<file path="src/rtl/grf_scoreboard_pkg.sv">
// Shared constants for the GRF scoreboard and the hazard-control logic around it.
package grf_scoreboard_pkg;

  localparam int unsigned GRF_AW    = 5;
  localparam int unsigned GRF_NADDR = 32;
  localparam int unsigned GRF_NREG  = 32;
  localparam int unsigned GRF_TW    = 2;
  localparam int unsigned GRF_CW    = 2;

  localparam logic [GRF_AW-1:0] GRF_REG_ZERO = '0;

  function automatic logic is_zero_reg(input logic [GRF_AW-1:0] addr);
    return addr == GRF_REG_ZERO;
  endfunction

endpackage

</file>
<file path="src/rtl/sb_entry.sv">
// One tracked register: Tnew countdown timer plus a saturating in-flight writer count.
module sb_entry
  import grf_scoreboard_pkg::*;
#(
  parameter int unsigned TW = GRF_TW,
  parameter int unsigned CW = GRF_CW
) (
  input  logic          clk,
  input  logic          reset,
  input  logic          clr,
  input  logic          issue,
  input  logic          retire,
  input  logic [TW-1:0] tnew,
  output logic [TW-1:0] timer,
  output logic [CW-1:0] inflight,
  output logic          busy
);

  localparam logic [CW-1:0] INFL_MAX = '1;

  logic [TW-1:0] timer_next;
  logic [CW-1:0] inflight_next;

  // A matching issue and retire cancel out; saturate both ends of the count.
  always_comb begin
    timer_next    = (timer != '0) ? timer - TW'(1) : timer;
    inflight_next = inflight;
    if (issue) begin
      timer_next = tnew;
    end
    if (issue && !retire) begin
      if (inflight != INFL_MAX) begin
        inflight_next = inflight + CW'(1);
      end
    end else if (retire && !issue) begin
      if (inflight != '0) begin
        inflight_next = inflight - CW'(1);
      end
    end
  end

  always_ff @(posedge clk) begin
    if (reset || clr) begin
      timer    <= '0;
      inflight <= '0;
      busy     <= 1'b0;
    end else begin
      timer    <= timer_next;
      inflight <= inflight_next;
      busy     <= (inflight_next != '0);
    end
  end

endmodule

</file>
<file path="src/rtl/grf_scoreboard.sv">
// GRF write scoreboard: tracks pending writers per register and raises a
// combinational D-stage stall when a source is not yet forwardable.
module grf_scoreboard
  import grf_scoreboard_pkg::*;
#(
  parameter int unsigned NREG = GRF_NREG,
  parameter int unsigned TW   = GRF_TW,
  parameter int unsigned CW   = GRF_CW
) (
  input  logic              clk,
  input  logic              RESET,
  input  logic              issue_valid,
  input  logic [GRF_AW-1:0] issue_dst,
  input  logic [TW-1:0]     issue_tnew,
  input  logic              wb_valid,
  input  logic [GRF_AW-1:0] wb_dst,
  input  logic [GRF_AW-1:0] A1,
  input  logic [GRF_AW-1:0] A2,
  input  logic [TW-1:0]     tuse1,
  input  logic [TW-1:0]     tuse2,
  input  logic              clr,
  output logic              stall,
  output logic [NREG-1:0]   busy
);

  // Entry arrays span the full 5-bit address space; slots 0 and >= NREG read as idle.
  logic [TW-1:0]        timer    [GRF_NADDR];
  logic [CW-1:0]        inflight [GRF_NADDR];
  logic [GRF_NADDR-1:0] pend;
  logic                 accept;
  logic                 hz1;
  logic                 hz2;

  assign accept = issue_valid && !stall && !is_zero_reg(issue_dst);

  for (genvar r = 0; r < GRF_NADDR; r++) begin : g_reg
    if (r != 0 && r < NREG) begin : g_ent
      sb_entry #(
        .TW (TW),
        .CW (CW)
      ) u_entry (
        .clk      (clk),
        .reset    (RESET),
        .clr      (clr),
        .issue    (accept && (issue_dst == GRF_AW'(r))),
        .retire   (wb_valid && (wb_dst == GRF_AW'(r))),
        .tnew     (issue_tnew),
        .timer    (timer[r]),
        .inflight (inflight[r]),
        .busy     (pend[r])
      );
    end else begin : g_none
      assign timer[r]    = '0;
      assign inflight[r] = '0;
      assign pend[r]     = 1'b0;
    end
  end

  // A retire of the last writer this cycle is covered by the GRF's internal bypass.
  always_comb begin
    hz1 = !is_zero_reg(A1) && pend[A1] && (timer[A1] > tuse1)
          && !(wb_valid && (wb_dst == A1) && (inflight[A1] == CW'(1)));
    hz2 = !is_zero_reg(A2) && pend[A2] && (timer[A2] > tuse2)
          && !(wb_valid && (wb_dst == A2) && (inflight[A2] == CW'(1)));
  end

  assign stall = hz1 | hz2;
  assign busy  = pend[NREG-1:0];

endmodule

</file>
<file path="config.mk">
export PLATFORM = sky130hd
export DESIGN_NAME = grf_scoreboard
export DESIGN_NICKNAME = d
export VERILOG_FILES = /design/src/rtl/grf_scoreboard_pkg.sv /design/src/rtl/sb_entry.sv /design/src/rtl/grf_scoreboard.sv
export SDC_FILE = /design/constraint.sdc
export NUM_CORES = 1
export LEC_CHECK = 0
export CORE_MARGIN = 1.5
export CORE_UTILIZATION = 30
export CTS_CLUSTER_SIZE = 28
export DETAILED_ROUTE_END_ITERATION = 10
export GPL_ROUTABILITY_DRIVEN = 0
export RECOVER_POWER = 50
export SYNTH_ARGS = -nofsm -noshare
export SYNTH_HDL_FRONTEND = slang
export SYNTH_HIERARCHICAL = 1
export SYNTH_SLANG_ARGS = --single-unit
</file>
<file path="constraint.sdc">
create_clock -name clk -period 11.5 [get_ports clk]
set_input_delay 1.15 -clock clk [delete_from_list [all_inputs] [get_ports clk]]
set_output_delay 1.15 -clock clk [all_outputs]
set_load 0.01 [all_outputs]
</file>
* Yosys cells after proc, flatten, opt, wreduce, memory -nomap -nowiden
Index checks and enable logic that the tools add are counted.
** Storage, ports and cells
- Register bits after elaboration :: 155
- Bits in latches :: 0
- Bits in writable memories :: 0
- Bits in read-only memories :: 0
- Input bits :: 31
- Output and inout port bits :: 33
- Logic and storage cells :: 826
- Memories kept :: 0
** Cells by class
- $add $sub $neg :: 93
- $mul :: 0
- Div/mod/pow operators :: 0
- $lt $le $gt $ge :: 6
- Equality and inequality tests :: 97
- Shifts and indexed selects :: 0
- Mux-type cells :: 202
- Bitwise logic cells :: 3
- Reduce and logical (&&, ||, !) cells :: 332
** Operator list (number)
- $mux W2 :: 194
- $reduce_bool A2 Y1 :: 124
- $eq A5 B5 Y1 const B :: 32
- $logic_and A1 B1 Y1 :: 136
- $sub A2 B1 Y2 const B :: 62
- $eq A5 B4 Y1 const B :: 16
- $logic_not A1 Y1 :: 68
- $add A2 B1 Y2 const B :: 31
- $ne A2 B2 Y1 const B :: 31
- $bmux W2 S5 :: 4
- $eq A5 B3 Y1 const B :: 8
- $eq A5 B2 Y1 const B :: 4
- $logic_not A5 Y1 :: 3
- $ge A6 B6 Y1 const B :: 2
- $lt A5 B6 Y1 const B :: 2
- $not A5 Y6 :: 2
- $bmux W1 S5 :: 2
- $eq A5 B1 Y1 const B :: 2
- $eq A5 B5 Y1 :: 2
- $eq A2 B1 Y1 const B :: 2
- $gt A2 B2 Y1 :: 2
- $mux W1 :: 2
- $logic_or A1 B1 Y1 :: 1
- $or A1 B1 Y1 :: 1

* Depth between registers and ports, before layout
- Word-level depth :: 18
- Gate-level depth with buffers :: 18
- Gate-level depth less buffers :: 13

* Cells and area by module
The synthesis kept the hierarchy.
** By module, submodules not included
- sb_entry :: times used 31, cells each 28, area each 255.2 µm², sequential area each 100.1 µm²
- grf_scoreboard :: times used 1, cells each 390, area each 3464.6 µm², sequential area each 0.0 µm²

* Worst setup path after synthesis
No wires, ideal clock.
- Kind :: input port to output port
- Start point :: input port A1[0]
- End point :: output port stall
- Data arrival time :: 4.303 ns
- Required time :: 10.350 ns
- Path slack :: 6.047 ns
- Stages on the path :: 14
- Path buffers :: 4
- Cell sequence :: buf_6 > buf_8 > buf_12 > mux4_1 > mux4_2 > mux2_2 > ha_1 > nor2b_1 > o21ai_1 > nor4_1 > nor3_1 > nor4_4 > buf_4 > or2_1
** Between the ends
- Longest elaborated chain between the ends :: 9
- Elaborated cells on any way between the ends :: 21
- Those cells by class :: order compare: 1; eq/ne: 2; mux: 8; bitwise: 2; reduce/logical: 8
** RTL lines
- from (decl) :: RTL line grf_scoreboard.sv:17 : input logic [GRF_AW-1:0] A1,
- $not A5 Y6 (implied by the code) :: RTL line grf_scoreboard.sv:61, grf_scoreboard.sv:62
- $bmux W2 S5 :: RTL line grf_scoreboard.sv:62 : && !(wb_valid && (wb_dst == A1) && (inflight[A1] == CW'(1)));
- $mux W2 (implied by the code) (2 in a row) :: RTL line grf_scoreboard.sv:62
- $eq A2 B1 Y1 :: RTL line grf_scoreboard.sv:62
- $logic_and A1 B1 Y1 :: RTL line grf_scoreboard.sv:62
- $logic_not A1 Y1 :: RTL line grf_scoreboard.sv:62
- $logic_and A1 B1 Y1 (*) :: RTL line grf_scoreboard.sv:62
- $or A1 B1 Y1 (*) :: RTL line grf_scoreboard.sv:67 : assign stall = hz1 | hz2;
- to (decl) :: RTL line grf_scoreboard.sv:22 : output logic stall,
Mark *: on every way between the ends. The rest lies on a longest branch, timed or not. The select of a mux whose other input is x is not followed.

* Final worst setup path
Ends and elaborated chain as after synthesis.

==> reports/metrics.csv <==
stage,metric,value,unit
grt,grt_max_degree,54,
clock_network,cts_tree,done,
cells_and_area,syn_to_final_growth,13.7,%
sta,tns,0,ns
clock_network,insertion_delay,0.45,ns
clock_network,cts_sinks,155,
setup_path,worst-path-max-fanout,43,
sta,setup_ws,2.82,ns
cells_and_area,fin_nets,1388,
clock_network,cts_inserted_buffers,17,
power,leakage,0.00400,uW
power,p_per_area,95.8,nW/um2
synthesis,yosys_warnings,6,
clock_network,cts_buffer_depth,2,
floorplanning,die_height,198,um
grt,first_global_vias,9279,
detailed_routing,drt-wirelength-per-cell,19.4,um
sta,fin_crit,8.68,ns
clock_network,postCtsHoldBufs,0,
setup_path,crit_path_end_kind,primary output,
detailed_routing,dr.pass1.iters,5,
sta,setup_viol_count_final,0,
synthesis,synth_edf_count,0,
synthesis,synth_cell_types,73,
detailed_routing,drt-total-wl,35800,um
synthesis,ys_ff_latch,155,
grt,grt_use_total,18.5,%
detailed_routing,drc_errors,0,
synthesis,synth_top_cell_by_area,dfxtp_1,
sta,hold_viol,0,
cells_and_area,fin_area,12900,um2
detailed_routing,routed-via-count,9867,
power,vdd_drop_max,0.0842,mV
clock_network,cts_root_buf,clkbuf_16,
clock_network,cts_resized,0,
placed_design,hpwl,26800,um
synthesis,ys_async_sr_fraction,0,%
placed_design,placed_area,12500,um2
status,status,"complete, but fails checks",
synthesis,yosysTopAreaCellShare,27.3,%
grt,antenna_found_initial,1,
sta,tightest_slew,2.44,ns
setup_path,startpoint_type,input pin,
sta,whs,0.485,ns
floorplanning,start_util,30.3,%
placed_design,io_buffers,62,
detailed_routing,ant_nets,0,
synthesis,synth_flop_cell,dfxtp_1,
floorplanning,core.rowCount,71,
worst_hold_path,hold_class,flop to flop,
floorplanning,die_x,198,um
sta,maxSlewViolCount,44,
setup_path,worst_ep_arrival_time,7.53,ns
grt,grt_overflow_total,0,
synthesis,synthTopCellsByArea,"dfxtp_1, mux4_2, a21oi_1, nor2b_1, a221oi_2",
floorplanning,dieArea,39100,um2
sta,fin_skew,0.0205,ns
setup_path,cp_data_required_time,10.35,ns
synthesis,yosysMostFrequentCell,dfxtp_1,
clock_network,cts_htree_levels,4,
synthesis,syn_nets,1324,
sta,slew_headroom,-62.3,%
clock_network,cts.clk_slew.worst_paths,0.06,ns
floorplanning,io-pin-count,64,
placed_design,place_ws,4.60,ns
floorplanning,coreArea,37500,um2
grt,grt_pass1_wl,54500,um
sta,clock.fmax,115,MHz
detailed_routing,drtIter0Drc,900,
detailed_routing,vias_per_cell,5.34,
sta,fin_crit_sh,75.5,%
synthesis,syn_area_per_cell,9.04,um2
flow_run,cap_violations,1,
setup_path,setup.worst_path.class,input pin to primary output,
cells_and_area,drive_gt1_share,16.2,%
cells_and_area,fin_util,34.5,%
clock_network,cts_setup_buffers,0,
status,violations,"capacitance limit, slew limit",
sta,rsz0062_at_grt,no,
synthesis,ys_seq_area_share,27.3,%
synthesis,synthCells,1258,
synthesis,syn_area,11400,um2
synthesis,yosys-top-cells-count,"dfxtp_1, a21oi_1, nor2_1, inv_1, nor2b_1",
routing by layer:
| layer | global-route usage, % | vias to the layer above | wire, um |
|---|---|---|---|
| met2 | 28.7 | 395 | 15900 |
| met5 | 0 | - | 0 |
| li1 | - | 4658 | - |
| met3 | 4.84 | 65 | 3120 |
| met1 | 24.5 | 4749 | 15900 |
| met4 | 7.07 | 0 | 898 |
layout make-up:
class | instances | area, um2
fillers | 3861 | 24600
multi-input cells | 953 | 7520
flip-flops and latches | 155 | 3100
repair buffers | 91 | 712
well taps | 511 | 639
clock buffers | 20 | 447
inverters | 104 | 390
clock inverters | 12 | 116
diodes | 1 | 2.50
critical path: stages:
cell and delay, ns:
clkbuf_1 1.69, mux4_1 0.75, mux4_2 0.51, mux2_2 0.29
ha_1 0.28, nor2b_1 0.11, o21ai_0 0.14, nor4_1 0.31
nor3_1 0.13, nor4_4 0.34, clkbuf_1 0.96, or2_1 0.23
clkdlybuf4s50_1 0.58
path summary, 6_finish.rpt:
kind                                             from                                   to  slack [ns]  cells after the start
setup / recovery                                A1[0]                                stall        2.82                     13
hold / removal    g_reg[22].g_ent.u_entry/inflight[1]  g_reg[22].g_ent.u_entry/inflight[1]        0.48                      2
setup reg to reg      g_reg[5].g_ent.u_entry/timer[1]  g_reg[31].g_ent.u_entry/inflight[0]        6.44                     13
hold reg to reg   g_reg[22].g_ent.u_entry/inflight[1]  g_reg[22].g_ent.u_entry/inflight[1]        0.48                      2
state kept, by name, summed over array words and instances (netlist names):
signal and count:
g.g_ent.u_entry/inflight 62, g.g_ent.u_entry/timer 62, g.g_ent.u_entry/busy 31
placed cells by master, fill, tap and decap left out, drive strengths merged, types with 46 or more instances in the layout:
cell type | synthesis | layout
inv | 104 | 106
dfxtp | 155 | 155
mux2i | 46 | 46
nor2b | 80 | 80
a21oi | 109 | 109
nor2 | 105 | 105
or2 | 65 | 65
o21ai | 66 | 66
nand2 | 78 | 78
power by group:
group          switching [uW]  leakage (uW)  total (uW)  internal (uW)
clock network             252      0.000259         558            305
logic                    84.6       0.00249         137           52.1
registers                4.65       0.00125         545            540
total                     342       0.00400        1240            897
kinds of logic (layout without fill, tap and decap cells):
kind of cell / after synthesis / after routing / synth area share, %
multiplexers: 101 / 101 / 14.3
AND/OR/NAND/NOR: 468 / 468 / 24.9
adder cells (fa/ha/maj): 35 / 35 / 3.85
flip-flops: 155 / 155 / 27.3
buffers and inverters: 150 / 227 / 6.35
other: 1 / 2 / 0.0330
AO/OA/AOI/OAI: 308 / 308 / 20.2
XOR/XNOR: 40 / 40 / 3.08
metrics by stage:
step	std cells	power [uW]
final	1847	1240
after CTS	1846	1250
after detailed placement	1814	693
after global routing	1847	1280
after floorplan	1258	651
after global placement	1814	691
(Power assumes the default switching activity.)
